<file path="src/rtl/reset_sequencer.sv">
// Releases peripherals, memory and CPU from reset in order, gating CPU release
// on memory initialisation (with timeout); supports a software warm reset.
module reset_sequencer #(
  parameter int HOLD_CYCLES  = 4,
  parameter int STAGE_CYCLES = 8,
  parameter int MEM_TIMEOUT  = 256,
  parameter int SOFT_HOLD    = 16
) (
  input  logic clk,
  input  logic rst_n,
  input  logic soft_rst_req,
  input  logic mem_init_done,
  output logic periph_rst,
  output logic mem_rst,
  output logic cpu_rst,
  output logic seq_done,
  output logic timeout_err
);

  localparam int MAX_A = (HOLD_CYCLES > STAGE_CYCLES) ? HOLD_CYCLES : STAGE_CYCLES;
  localparam int MAX_B = (MEM_TIMEOUT > SOFT_HOLD) ? MEM_TIMEOUT : SOFT_HOLD;
  localparam int MAX_P = (MAX_A > MAX_B) ? MAX_A : MAX_B;
  localparam int CW    = $clog2(MAX_P) + 1;

  localparam logic [CW-1:0] HOLD_LAST  = CW'(HOLD_CYCLES - 1);
  localparam logic [CW-1:0] STAGE_LAST = CW'(STAGE_CYCLES - 1);
  localparam logic [CW-1:0] TMO_LAST   = CW'(MEM_TIMEOUT - 1);
  localparam logic [CW-1:0] SOFT_LAST  = CW'(SOFT_HOLD - 1);

  typedef enum logic [2:0] {
    HOLD,
    PERIPH,
    MEM_WAIT,
    CPU_WAIT,
    RUN,
    SOFT
  } state_t;

  state_t        state_reg, state_next;
  logic [CW-1:0] count_reg, count_next;
  logic          timeout_next;

  always_comb begin
    state_next   = state_reg;
    timeout_next = timeout_err;
    count_next   = (count_reg == '1) ? count_reg : count_reg + CW'(1);
    case (state_reg)
      HOLD:     if (count_reg == HOLD_LAST) state_next = PERIPH;
      PERIPH:   if (count_reg == STAGE_LAST) state_next = MEM_WAIT;
      MEM_WAIT: begin
        // done on the final timeout edge still counts as success
        if (mem_init_done) begin
          state_next = CPU_WAIT;
        end else if (count_reg == TMO_LAST) begin
          state_next   = CPU_WAIT;
          timeout_next = 1'b1;
        end
      end
      CPU_WAIT: if (count_reg == STAGE_LAST) state_next = RUN;
      RUN:      if (soft_rst_req) state_next = SOFT;
      SOFT:     if (count_reg == SOFT_LAST) state_next = PERIPH;
      default:  state_next = HOLD;
    endcase
    if (state_next != state_reg) count_next = '0;
  end

  // Outputs are registered from the next-state decode so they change on the
  // same edge as the state and never see an input combinationally.
  always_ff @(posedge clk) begin
    if (!rst_n) begin
      state_reg   <= HOLD;
      count_reg   <= '0;
      timeout_err <= 1'b0;
      periph_rst  <= 1'b1;
      mem_rst     <= 1'b1;
      cpu_rst     <= 1'b1;
      seq_done    <= 1'b0;
    end else begin
      state_reg   <= state_next;
      count_reg   <= count_next;
      timeout_err <= timeout_next;
      periph_rst  <= (state_next == HOLD) || (state_next == SOFT);
      mem_rst     <= (state_next == HOLD) || (state_next == PERIPH) || (state_next == SOFT);
      cpu_rst     <= (state_next != RUN);
      seq_done    <= (state_next == RUN);
    end
  end

endmodule

</file>
<file path="config.mk">
export PLATFORM = sky130hd
export DESIGN_NAME = reset_sequencer
export DESIGN_NICKNAME = d
export VERILOG_FILES = /design/src/rtl/reset_sequencer.sv
export SDC_FILE = /design/constraint.sdc
export NUM_CORES = 1
export LEC_CHECK = 0
export CAP_MARGIN = 15
export CORE_MARGIN = 1.5
export CORE_UTILIZATION = 51
export CTS_CLUSTER_DIAMETER = 100
export CTS_CLUSTER_SIZE = 14
export DETAILED_ROUTE_END_ITERATION = 6
export PLACE_DENSITY_LB_ADDON = 0.3
export SLEW_MARGIN = 25
export SYNTH_ARGS = -nofsm -noshare
export SYNTH_HDL_FRONTEND = slang
export SYNTH_SLANG_ARGS = --single-unit
export TNS_END_PERCENT = 10
</file>
<file path="constraint.sdc">
create_clock -name clk -period 6.06 [get_ports clk]
set_input_delay 1.818 -clock clk [delete_from_list [all_inputs] [get_ports clk]]
set_output_delay 1.818 -clock clk [all_outputs]
set_load 0.02 [all_outputs]
</file>
### Word-level counts from Yosys, hierarchy flattened

Cells that the tools add are included.

| operators by class | value |
|---|---|
| add/subtract/negate cells | 1 |
| equality and inequality tests | 15 |
| mux-type cells | 8 |
| bitwise operators | 2 |
| reductions and logical operators | 7 |

Operator list:

| operator | number |
|---|---|
| $mux W3 | 7 |
| $pmux W3 S6 | 1 |
| $eq A3 B3 Y1 const B | 4 |
| $add A9 B1 Y9 const B | 1 |
| $eq A9 B2 Y1 const B | 1 |
| $eq A9 B3 Y1 const B | 1 |
| $eq A9 B4 Y1 const B | 1 |
| $eq A9 B8 Y1 const B | 1 |
| $eq A9 B9 Y1 const B | 1 |
| $eq A3 B1 Y1 const B | 2 |
| $eq A3 B2 Y1 const B | 2 |
| $logic_not A3 Y1 | 2 |
| $logic_or A1 B1 Y1 | 3 |
| $ne A3 B3 Y1 | 1 |
| $ne A3 B3 Y1 const B | 1 |
| $reduce_and A3 Y1 | 1 |
| $not A1 Y1 | 2 |
| $reduce_or A2 Y1 | 1 |

| storage, ports and cells | value |
|---|---|
| flip-flop bits (word level) | 17 |
| bits of input ports | 4 |
| logic and storage cells | 40 |

### Logic depth before layout (Yosys ltp)

Gate-level depths: netlist (run 1).

| logic depth | value |
|---|---|
| depth after elaboration | 7 |
| gate-level depth with buffers | 10 |

### Worst setup path after synthesis (run 1)

OpenSTA, ideal clock, no wires.

| path | value |
|---|---|
| kind | input -> register |
| from | in mem_init_done |
| to | reg count_reg[8] |
| setup time | 64 ps |
| arrival | 2665 ps |
| data required time | 5996 ps |
| slack | 3331 ps |
| stages on the path | 6 |
| cell sequence | nor2_1 -> o22a_1 -> o211ai_1 -> a221o_1 -> buf_2 -> nor2_1 |

| between the ends | value |
|---|---|
| cells in the longest elaborated chain, start to end | 4 |

Ends and longest elaborated chain:

| what | RTL line | source |
|---|---|---|
| from (decl) | 12 | `input logic mem_init_done,` |
| $mux W3 | 52 | `if (mem_init_done) begin` |
| $pmux W3 S6 | 47 | `case (state_reg)` |
| $ne A3 B3 Y1 | 64 | `if (state_next != state_reg) count_next = '0;` |
| $reduce_or A2 Y1 (no line) | - |  |
| to (signal assigned) | 80 | `count_reg <= count_next;` |
| to (decl) | 40 | `logic [CW-1:0] count_reg, count_next;` |

No other way between the ends.
A chain may end at the register's enable or synchronous reset.

### Final worst setup path (run 1)

| path | value |
|---|---|
| from | reg timeout_err |
| to | out timeout_err |

RTL lines:

| what | RTL line | source |
|---|---|---|
| from (decl) | 17 | `output logic timeout_err` |
| from (signal assigned) | 81 | `timeout_err <= timeout_next;` |

No word-level cell between the ends.

==> results of run 1 <==
## metal layers
layer	wire (um)	GRT usage	up-vias
li1	-	-	338
met1	722	0.220	310
met2	671	0.285	18
met3	75	0.0375	4
met4	36	0.127	0
met5	0	0	-
## kinds of logic after synthesis
family,after synthesis
simple gates,44
flops,17
compound gates,12
xor+xnor,8
buf+inv,7
fa+ha+maj,3
mux,1
## synth_stat cells
cell	n
a21o_1	1
nor3b_1	3
buf_2	2
inv_2	1
dfxtp_1	17
nor2_1	17
o22a_1	1
a21bo_2	1
nand2_1	4
nor2b_1	2
and2_2	1
nand4_1	1
o311ai_0	1
mux2i_1	1
o22ai_2	1
nor3_1	1
or3b_1	1
a21oi_1	1
clkbuf_1	2
nor3b_2	1
nor4_1	1
and3_4	1
o41a_1	1
xor2_1	4
o21a_1	1
a221o_1	1
nor4_2	1
nand2b_1	2
o31a_1	1
nand4b_1	1
or4_4	1
a41oi_1	1
nand3_1	4
ha_1	3
xnor2_1	4
nor3_2	2
o211ai_1	1
inv_1	2
## area by class of cell
type / instances / area share
Timing Repair Buffer: 8 / 0.0834
Tap cell: 16 / 0.0209
Inverter: 3 / 0.0117
Clock buffer: 3 / 0.0235
Multi-Input combinational cell: 68 / 0.501
Clock inverter: 1 / 0.00522
Sequential cell: 17 / 0.355
## power groups by stage
stage / combinational, mW / sequential (mW) / clock, mW
6_report: 0.0269 / 0.123 / 0.0596
5_1_grt: 0.0301 / 0.124 / 0.0678
4_1_cts: 0.0274 / 0.123 / 0.0618
3_5_place_dp: 0.0271 / 0.125 / 0
3_3_place_gp: 0.0262 / 0.125 / 0
2_1_floorplan: 0.0195 / 0.125 / 0
## worst paths after layout
check	depth (start not counted)	slack [ps]	from	end
setup / recovery	1	3020	timeout_err	timeout_err
setup reg to reg	9	3860	count_reg[0]	count_reg[7]
hold / removal	1	470	timeout_err	timeout_err
hold reg to reg	1	470	timeout_err	timeout_err
## metrics by stage
stage | area [sq um] | setup WS (ps) | util | hold WS (ps)
final | 960 | 3020 | 0.630 | 470
after global routing | 960 | 2940 | 0.630 | 519
after CTS | 960 | 3000 | 0.630 | 477
after detailed placement | 932 | 2780 | 0.612 | 453
after global placement | 932 | 2820 | 0.612 | 446
after floorplan | 850 | 3330 | - | 491
==> key figures, run 1 <==
Yosys
  • Synthesized instance count: 92
  • Top cell type's share of synthesized area: 0.401
  • Synth Area in Compound Gates: 0.125
  • Average size of a mapped cell: 9.23 sq um
  • Leading area contributor after synthesis: dfxtp_1
  • Top cells by area, synth: dfxtp_1, nor2_1, ha_1
  • Netlist cell types: 38
  • Syn_nets: 99
  • Cell Area, Synth: 850 sq um
  • Ys Warns: 0
  • Post-Synth Simple-Gate Area: 0.302
  • Seq/Total Area, Yosys: 0.401
  • Largest family of logic cells by synthesized area: simple AND/OR/NAND/NOR gates
  • Post-synthesis mux area share: 0.0118
  • Post-Synth XOR/XNOR Area: 0.0825
  • Seq cells post-synth: 17
  • Adder-cell share of the synthesized area: 0.0442

Setup path
  • WS Path Type: flop to output pin
  • Worst-path cell chain: clkdlybuf4s50_1
  • WP buf/inv: 1
  • CP Data Required Time: 4240 ps
  • Slowest CP cell: clkdlybuf4s50_1
  • Startpoint types: flop
  • Crit path DAT: 1220 ps
  • Crit path max fanout: 2
  • Slowest Stage Delay on Critical Path: 600 ps
  • Kind of cell adding the most delay to the critical path: buffers and inverters
  • Critical path capture point type: output pin

Power
  • Reg power frac: 0.586
  • LEAKAGE: 0.349 nW
  • Pwr Density: 218 mW/mm^2
  • Peak VDD IR: 0.157 mV
  • Internal power: 0.156 mW
  • Clock share of power: 0.285
  • Final Total Pwr: 0.209 mW
  • Net switching power: 0.0536 mW
  • Net Sw Frac: 0.256
  • Combinational share of power: 0.129

STA
  • Setup TNS: 0 ps
  • Period minus WS final: 3040 ps
  • Max frequency: 329 MHz
  • Final period util: 0.502
  • RSZ-0062 raised after global routing: no
  • Pins over their slew limit: 0
  • Final Hold Fails: 0
  • Worst rel slew slack: 0.654
  • Least-Margin Pin Slew: 514 ps
  • Clock skew: 2.22 ps
  • Final-report setup violation count: 0

Floorplan
  • Starting density of the core: 0.557
  • Num rows: 14
  • Die width: 43.8 um
  • Die Ht: 43.8 um
  • # IOs: 9
  • Core area: 0.00152 sq mm
  • Die Area: 0.00192 sq mm

Clocking
  • Worst skew pair latency: 290 ps
  • H-tree lvl count: 1
  • PostCTS Resize Cnt: 0
  • CTS tree: built
  • Clock Tree Root: clkbuf_4
  • CTS Hold Bufs: 0
  • CTS clk-pin slew, worst paths: 100 ps
  • Post-CTS Setup Bufs: 0
  • Max clock buf depth: 2
  • Number of buffers created by CTS: 3
  • Clk sinks: 17

Route
  • DRC viols: 0
  • Detail-routed via count per cell: 5.78
  • Number of DRC markers in iteration 0: 20
  • TritonRoute pass-1 iters: 4
  • Wire per inst: 13.0 um
  • Routed Antenna Nets: 0
  • WL final: 1510 um
  • Vias: 670

Cells and area
  • Largest register FFs: 9
  • # fillers: 133
  • Area growth from synthesis to layout: 13.0%
  • Area of the multi-input gates: 480 sq um
  • FF+latch area: 340 sq um
  • Share of layout cells above drive strength 1: 0.140
  • Nets: 108
  • Diodes inserted: 0
  • Post-Layout Cell Count: 116
  • Most frequent cells in the layout: nor2_1, dfxtp_1, clkdlybuf4s50_1

Global route
  • First-pass GRT wire length: 2500 um
  • Initial antenna violation count: 0
  • Gr usage total: 0.182
  • Grt ovf: 0
  • Vias in the first global route: 615
  • Largest net degree at the start of global routing: 11

Place
  • IO Port Bufs: 8
  • Placed Cells: 112
  • DP HPWL: 1110 um
  • GP Congestion: 0.756

Hold path
  • Worst min path class: flop to flop

Run status
  • Outcome: complete, no violations

Flow run
  • Max Cap Viol: 0
Note: power is estimated with default switching activity, not from simulation.
==> run 2, diff against run 1 <==
clock period = 2.8 ns   (was 6.06 ns; I/O delays follow)
==> run 2 against run 1 <==
Compared with the run above: sequential power rose by 120%; non-clock buffer count stayed put; register-to-register slack worse by 3300 ps; first-iteration DRC count stayed put; largest cell class unchanged; critical path type is now flop to flop; highest routed layer unchanged; routed wire length shrank 0.86%; largest power group unchanged; clock power increased by 120%.
==> key figures, run 2 (same netlist as run 1, synthesis figures left out) <==
Place
  • Dpl ws: 515 ps (-2270 ps)
  • GP Congestion: 0.756 (unchanged)
  • IO Port Bufs: 8 (unchanged)
  • DP HPWL: 1100 um (-1.1%)
  • Placed Cells: 112 (unchanged)

Power
  • Combinational share of power: 0.128 (about the same)
  • Pwr Density: 471 mW/mm^2 (+120%)
  • Net Sw Frac: 0.255 (-0.000833)
  • Reg power frac: 0.587 (about the same)
  • Clock share of power: 0.284 (about the same)
  • Peak VDD IR: 0.338 mV (+120%)
  • LEAKAGE: 0.349 nW (unchanged)
  • Internal power: 0.337 mW (+120%)
  • Net switching power: 0.116 mW (+120%)

STA
  • Pins over their slew limit: 0 (unchanged)
  • Final-report setup violation count: 0 (unchanged)
  • Final Hold Fails: 0 (unchanged)
  • Setup TNS: 0 ps (unchanged)
  • Max frequency: 456 MHz
  • RSZ-0062 raised after global routing: no
  • Worst rel slew slack: 0.620 (-0.0344)
  • Least-Margin Pin Slew: 565 ps (+51.2 ps)
  • Fin worst setup slack: 606 ps (-2410 ps)
  • Clock skew: 2.86 ps (+0.645 ps)
  • Final period util: 0.783
  • Period minus WS final: 2190 ps

Floorplan
  • Starting density of the core: 0.557 (unchanged)
  • Die Ht: 43.8 um (unchanged)
  • Die width: 43.8 um (unchanged)
  • # IOs: 9 (unchanged)
  • Core area: 0.00152 sq mm (unchanged)
  • Die Area: 0.00192 sq mm (unchanged)
  • Num rows: 14 (unchanged)

Clocking
  • CTS tree: built
  • Clk sinks: 17 (unchanged)
  • CTS Hold Bufs: 0 (unchanged)
  • Clock Tree Root: clkbuf_4
  • Number of buffers created by CTS: 3 (unchanged)
  • Post-CTS Setup Bufs: 0 (unchanged)
  • H-tree lvl count: 1 (unchanged)
  • CTS clk-pin slew, worst paths: 90 ps (about the same)
  • Max clock buf depth: 2 (unchanged)
  • PostCTS Resize Cnt: 0 (unchanged)
  • Worst skew pair latency: 290 ps (about the same)

Route
  • Number of DRC markers in iteration 0: 20 (unchanged)
  • Detail-routed via count per cell: 5.84 (+1.0%)
  • Vias: 677 (+1.0%)
  • DRC viols: 0 (unchanged)
  • Routed Antenna Nets: 0 (unchanged)
  • Wire per inst: 12.9 um (-0.86%)
  • TritonRoute pass-1 iters: 5 (+1)
  • WL final: 1490 um (-0.86%)

Cells and area
  • Final core utilization: 0.630 (unchanged)
  • Area of the multi-input gates: 480 sq um (unchanged)
  • Nets: 108 (unchanged)
  • Most frequent cells in the layout: nor2_1, dfxtp_1, clkdlybuf4s50_1
  • Share of layout cells above drive strength 1: 0.140 (unchanged)
  • Post-Layout Cell Count: 116 (unchanged)
  • FF+latch area: 340 sq um (unchanged)
  • Diodes inserted: 0 (unchanged)
  • # fillers: 125 (-6.0%)
  • Area growth from synthesis to layout: 13.0% (unchanged)
  • Largest register FFs: 9 (unchanged)

Setup path
  • Critical path capture point type: flop
  • Startpoint types: flop
  • Crit path DAT: 2370 ps (+1150 ps)
  • Crit path max fanout: 9 (+7)
  • WS Path Type: flop to flop
  • CP Data Required Time: 2980 ps (-1260 ps)

Global route
  • Grt ovf: 0 (unchanged)
  • Gr usage total: 0.184 (+0.00172)
  • Initial antenna violation count: 0 (unchanged)
  • Largest net degree at the start of global routing: 11 (unchanged)
  • Vias in the first global route: 633 (+2.9%)
  • First-pass GRT wire length: 2560 um (+2.5%)

Run status
  • Outcome: complete, no violations

Hold path
  • Worst min path class: flop to flop

Flow run
  • Max Cap Viol: 0 (unchanged)
-- run 2: cell counts in the layout (fill, tap and decap cells not counted) --
No cell type changed its count.
-- run 2: area by class of cell --
cell class                      count  area share
Inverter                            3      0.0117
Clock buffer                        3      0.0235
Multi-Input combinational cell     68       0.501
Tap cell                           16      0.0209
Sequential cell                    17       0.355
Clock inverter                      1     0.00522
Timing Repair Buffer                8      0.0834
-- run 2: worst paths after layout --
path | from | to | slack (ps) | cells after the start
hold reg to reg | timeout_err | timeout_err | 470 | 1
hold / removal | timeout_err | timeout_err | 470 | 1
setup / recovery | count_reg[0] | count_reg[7] | 610 | 9
setup reg to reg | count_reg[0] | count_reg[7] | 610 | 9
-- run 2: metrics by stage --
| step | cell area [sq um] | hold slack, ps | power (mW) |
|---|---|---|---|
| after global placement | 932 | 446 | 0.328 |
| after detailed placement | 932 | 453 | 0.330 |
| after global routing | 960 | 519 | 0.478 |
| after floorplan | 850 | 491 | 0.313 |
| after CTS | 960 | 477 | 0.459 |
| final | 960 | 470 | 0.452 |
-- run 2: layer usage --
layer | routed length (um) | global-route usage
met1 | 704 | 0.220
met4 | 34 | 0.109
met3 | 67 | 0.0375
met2 | 685 | 0.300
met5 | 0 | 0
-- run 2: critical path, stage by stage (launching register included) --
cell and delay (ps):
dfxtp_1 380, ha_1 240, nand2_1 110, nor3_1 320, ha_1 230, nor2_1 50, o22a_1 200, o211ai_1 100
a221o_1 360, nor2_1 90
-- run 2: power by group through the flow --
stage                     clock (mW)  sequential [mW]  combinational, mW
after floorplan                    0            0.271             0.0423
after global placement             0            0.271             0.0568
after detailed placement           0            0.271             0.0583
after CTS                      0.135            0.266             0.0589
after global routing           0.146            0.267             0.0652
final                          0.129            0.266             0.0580
==> run 3, diff against run 2 <==
CORE_UTILIZATION = 48   (was 51)
clock period = 1.83 ns   (was 2.8 ns; I/O delays follow)
==> run 3 against run 2 <==
Compared with the run above: critical path depth shrank 4; maximum frequency grew 21%; clock skew shrank 1.6 ps; combinational power grew to 2.5 times the previous value; via count grew 11%; clock-buffer cell count is the same; worst setup slack lost 600 ps; design area grew 23%; sequential power grew 54%; hold slack gained 21 ps; final cell count grew 18%; non-clock buffer count grew 19.
==> key figures, run 3 (same netlist as run 1, synthesis figures left out) <==
Global route
  • M3 GR Usage: 0.0560 (+0.0185)
  • First-pass GRT wire length: 3060 um (+20%)
  • M2 GR Usage: 0.329 (+0.0286)
  • Initial antenna violation count: 0 (unchanged)
  • Gr usage total: 0.214 (+0.0304)
  • Grt ovf: 0 (unchanged)
  • Largest net degree at the start of global routing: 12 (+1)
  • Vias in the first global route: 705 (+11%)
  • GR peak layer: met2
  • Met1 Use GR: 0.274 (+0.0541)

STA
  • Final Hold Fails: 0 (unchanged)
  • Pins over their slew limit: 0 (unchanged)
  • Period minus WS final: 1820 ps (-374 ps)
  • Max frequency: 550 MHz (+21%)
  • Least-Margin Pin Slew: 394 ps (-171 ps)
  • Fin Hold WS: 491 ps (+21.0 ps)
  • RSZ-0062 raised after global routing: yes
  • Clock skew: 1.25 ps (-1.61 ps)
  • Worst rel slew slack: 0.733 (+0.113)
  • Final period util: 0.994 (+0.211)
  • Final-report setup violation count: 0 (unchanged)
  • Setup TNS: 0 ps (unchanged)

Route
  • Vias: 749 (+11%)
  • DRC viols: 0 (unchanged)
  • Number of DRC markers in iteration 0: 24 (+20%)
  • WL final: 1890 um (+26%)
  • TritonRoute pass-1 iters: 4 (-1)
  • Detail-routed via count per cell: 5.47 (-6.3%)
  • Routed Antenna Nets: 0 (unchanged)
  • Wire per inst: 13.8 um (+7.1%)

Floorplan
  • Die Area: 0.00203 sq mm (+5.8%)
  • Starting density of the core: 0.503 (-0.0545)
  • Num rows: 15 (+1)
  • Core area: 0.00169 sq mm (+11%)
  • Die width: 45.1 um (+2.9%)
  • # IOs: 9 (unchanged)
  • Die Ht: 45.1 um (+2.9%)

Cells and area
  • Most common cell after layout, fill and taps aside: buf_4
  • Most frequent cells in the layout: buf_4, nor2_1, dfxtp_1
  • Fin area: 0.00118 sq mm (+23%)
  • Largest register FFs: 9 (unchanged)
  • Share of layout cells above drive strength 1: 0.400 (+0.260)
  • Diodes inserted: 0 (unchanged)
  • Area of the multi-input gates: 548 sq um (+14%)
  • # fillers: 150 (+20%)
  • Area growth from synthesis to layout: 39.3%
  • FF+latch area: 348 sq um (+2.2%)
  • Nets: 128 (+19%)

Power
  • Peak VDD IR: 0.409 mV (+21%)
  • Pwr Density: 650 mW/mm^2 (+38%)
  • Reg power frac: 0.532 (-0.055)
  • Combinational share of power: 0.189 (+0.061)
  • Clock share of power: 0.279 (-0.005)
  • Internal power: 0.552 mW (+64%)
  • Net switching power: 0.217 mW (+88%)
  • LEAKAGE: 0.493 nW (+41%)
  • Net Sw Frac: 0.282 (+0.0266)
  • Final Total Pwr: 0.769 mW (+70%)

Setup path
  • R2R depth: 5 (-4)
  • WS Path Type: flop to flop
  • Termination of the worst setup path: mem_rst
  • Crit path DAT: 2020 ps (-350 ps)
  • Crit path max fanout: 4 (-5)
  • Critical path capture point type: flop
  • Worst r2r src: count_reg[6]
  • Reg2reg end: mem_rst
  • CP Data Required Time: 2030 ps (-950 ps)
  • CP Launch Point: count_reg[6]
  • Reg-to-reg setup timing slack: 10 ps (-600 ps)
  • Startpoint types: flop

Clocking
  • Post-CTS Setup Bufs: 0 (unchanged)
  • Clk sinks: 17 (unchanged)
  • H-tree lvl count: 1 (unchanged)
  • CTS Hold Bufs: 0 (unchanged)
  • Worst skew pair latency: 300 ps (about the same)
  • CTS clk-pin slew, worst paths: 110 ps (+20 ps)
  • CTS tree: built
  • Clock Tree Root: clkbuf_4
  • Number of buffers created by CTS: 3 (unchanged)
  • Max clock buf depth: 2 (unchanged)

Run status
  • Outcome: complete, no violations

Flow run
  • Max Cap Viol: 0 (unchanged)

Place
  • IO Port Bufs: 8 (unchanged)
  • GP Congestion: 0.779 (+3.0%)
  • DP HPWL: 1350 um (+23%)
  • Placed inst area: 0.00108 sq mm (+16%)

Hold path
  • Worst Hold Depth: 1 (unchanged)
  • Worst min path class: flop to flop
[run 3: changes by cell type in the layout (fill, tap and decap cells not counted), sizes merged]
cell           before  now
clkinv              1    0
a221o               1    2
clkinvlp            0    1
dlymetal6s2s        0    1
buf                 0   19
clkdlybuf4s50       8    7
[run 3: worst min-delay path by stage]
stage | from | endpoint | slack (ps)
4_1_cts | timeout_err | timeout_err | 510
3_5_place_dp | timeout_err | timeout_err | 480
3_3_place_gp | timeout_err | timeout_err | 450
5_1_grt | timeout_err | timeout_err | 520
6_report | timeout_err | timeout_err | 490
2_1_floorplan | count_reg[1] | count_reg[1] | 490
[run 3: critical path, cell delays in order, from the launching register on]
cell and delay [ps]:
dfxtp_2 350, or4_4 570, nor4_2 290, o31a_1 240
and3_4 220, nor2_1 40
[run 3: power groups by stage]
stage	clock, mW	sequential [mW]	combinational, mW
6_report	0.215	0.409	0.145
5_1_grt	0.233	0.412	0.159
4_1_cts	0.222	0.401	0.135
3_5_place_dp	0	0.409	0.125
3_3_place_gp	0	0.408	0.117
2_1_floorplan	0	0.414	0.0648
[run 3: final cells by class]
cell class	count	share of cell area
Clock buffer	3	0.0190
Clock inverter	1	0.00634
Inverter	3	0.00951
Multi-Input combinational cell	69	0.463
Sequential cell	17	0.294
Tap cell	17	0.0180
Timing Repair Buffer	27	0.190
[run 3: timing repair]
item,4_1_cts,5_1_grt
resized for setup,10,10
pin swaps,8,12
gates cloned,1,0
setup endpoints to repair,12,13
endpoints found under the hold margin,0,0
[run 3: per-layer routing]
metal	up-vias	part of all wire
li1	379	-
met1	346	0.45
met2	18	0.48
met3	6	0.042
met4	0	0.026
met5	-	0
[run 3: per-stage QoR]
step	setup slack (ps)	utilization	cells
after global routing	-69.8	0.701	137
after global placement	-139	0.640	132
after floorplan	3.54	-	92
after CTS	-14.4	0.682	137
after detailed placement	-180	0.640	132
final	10.6	0.701	137
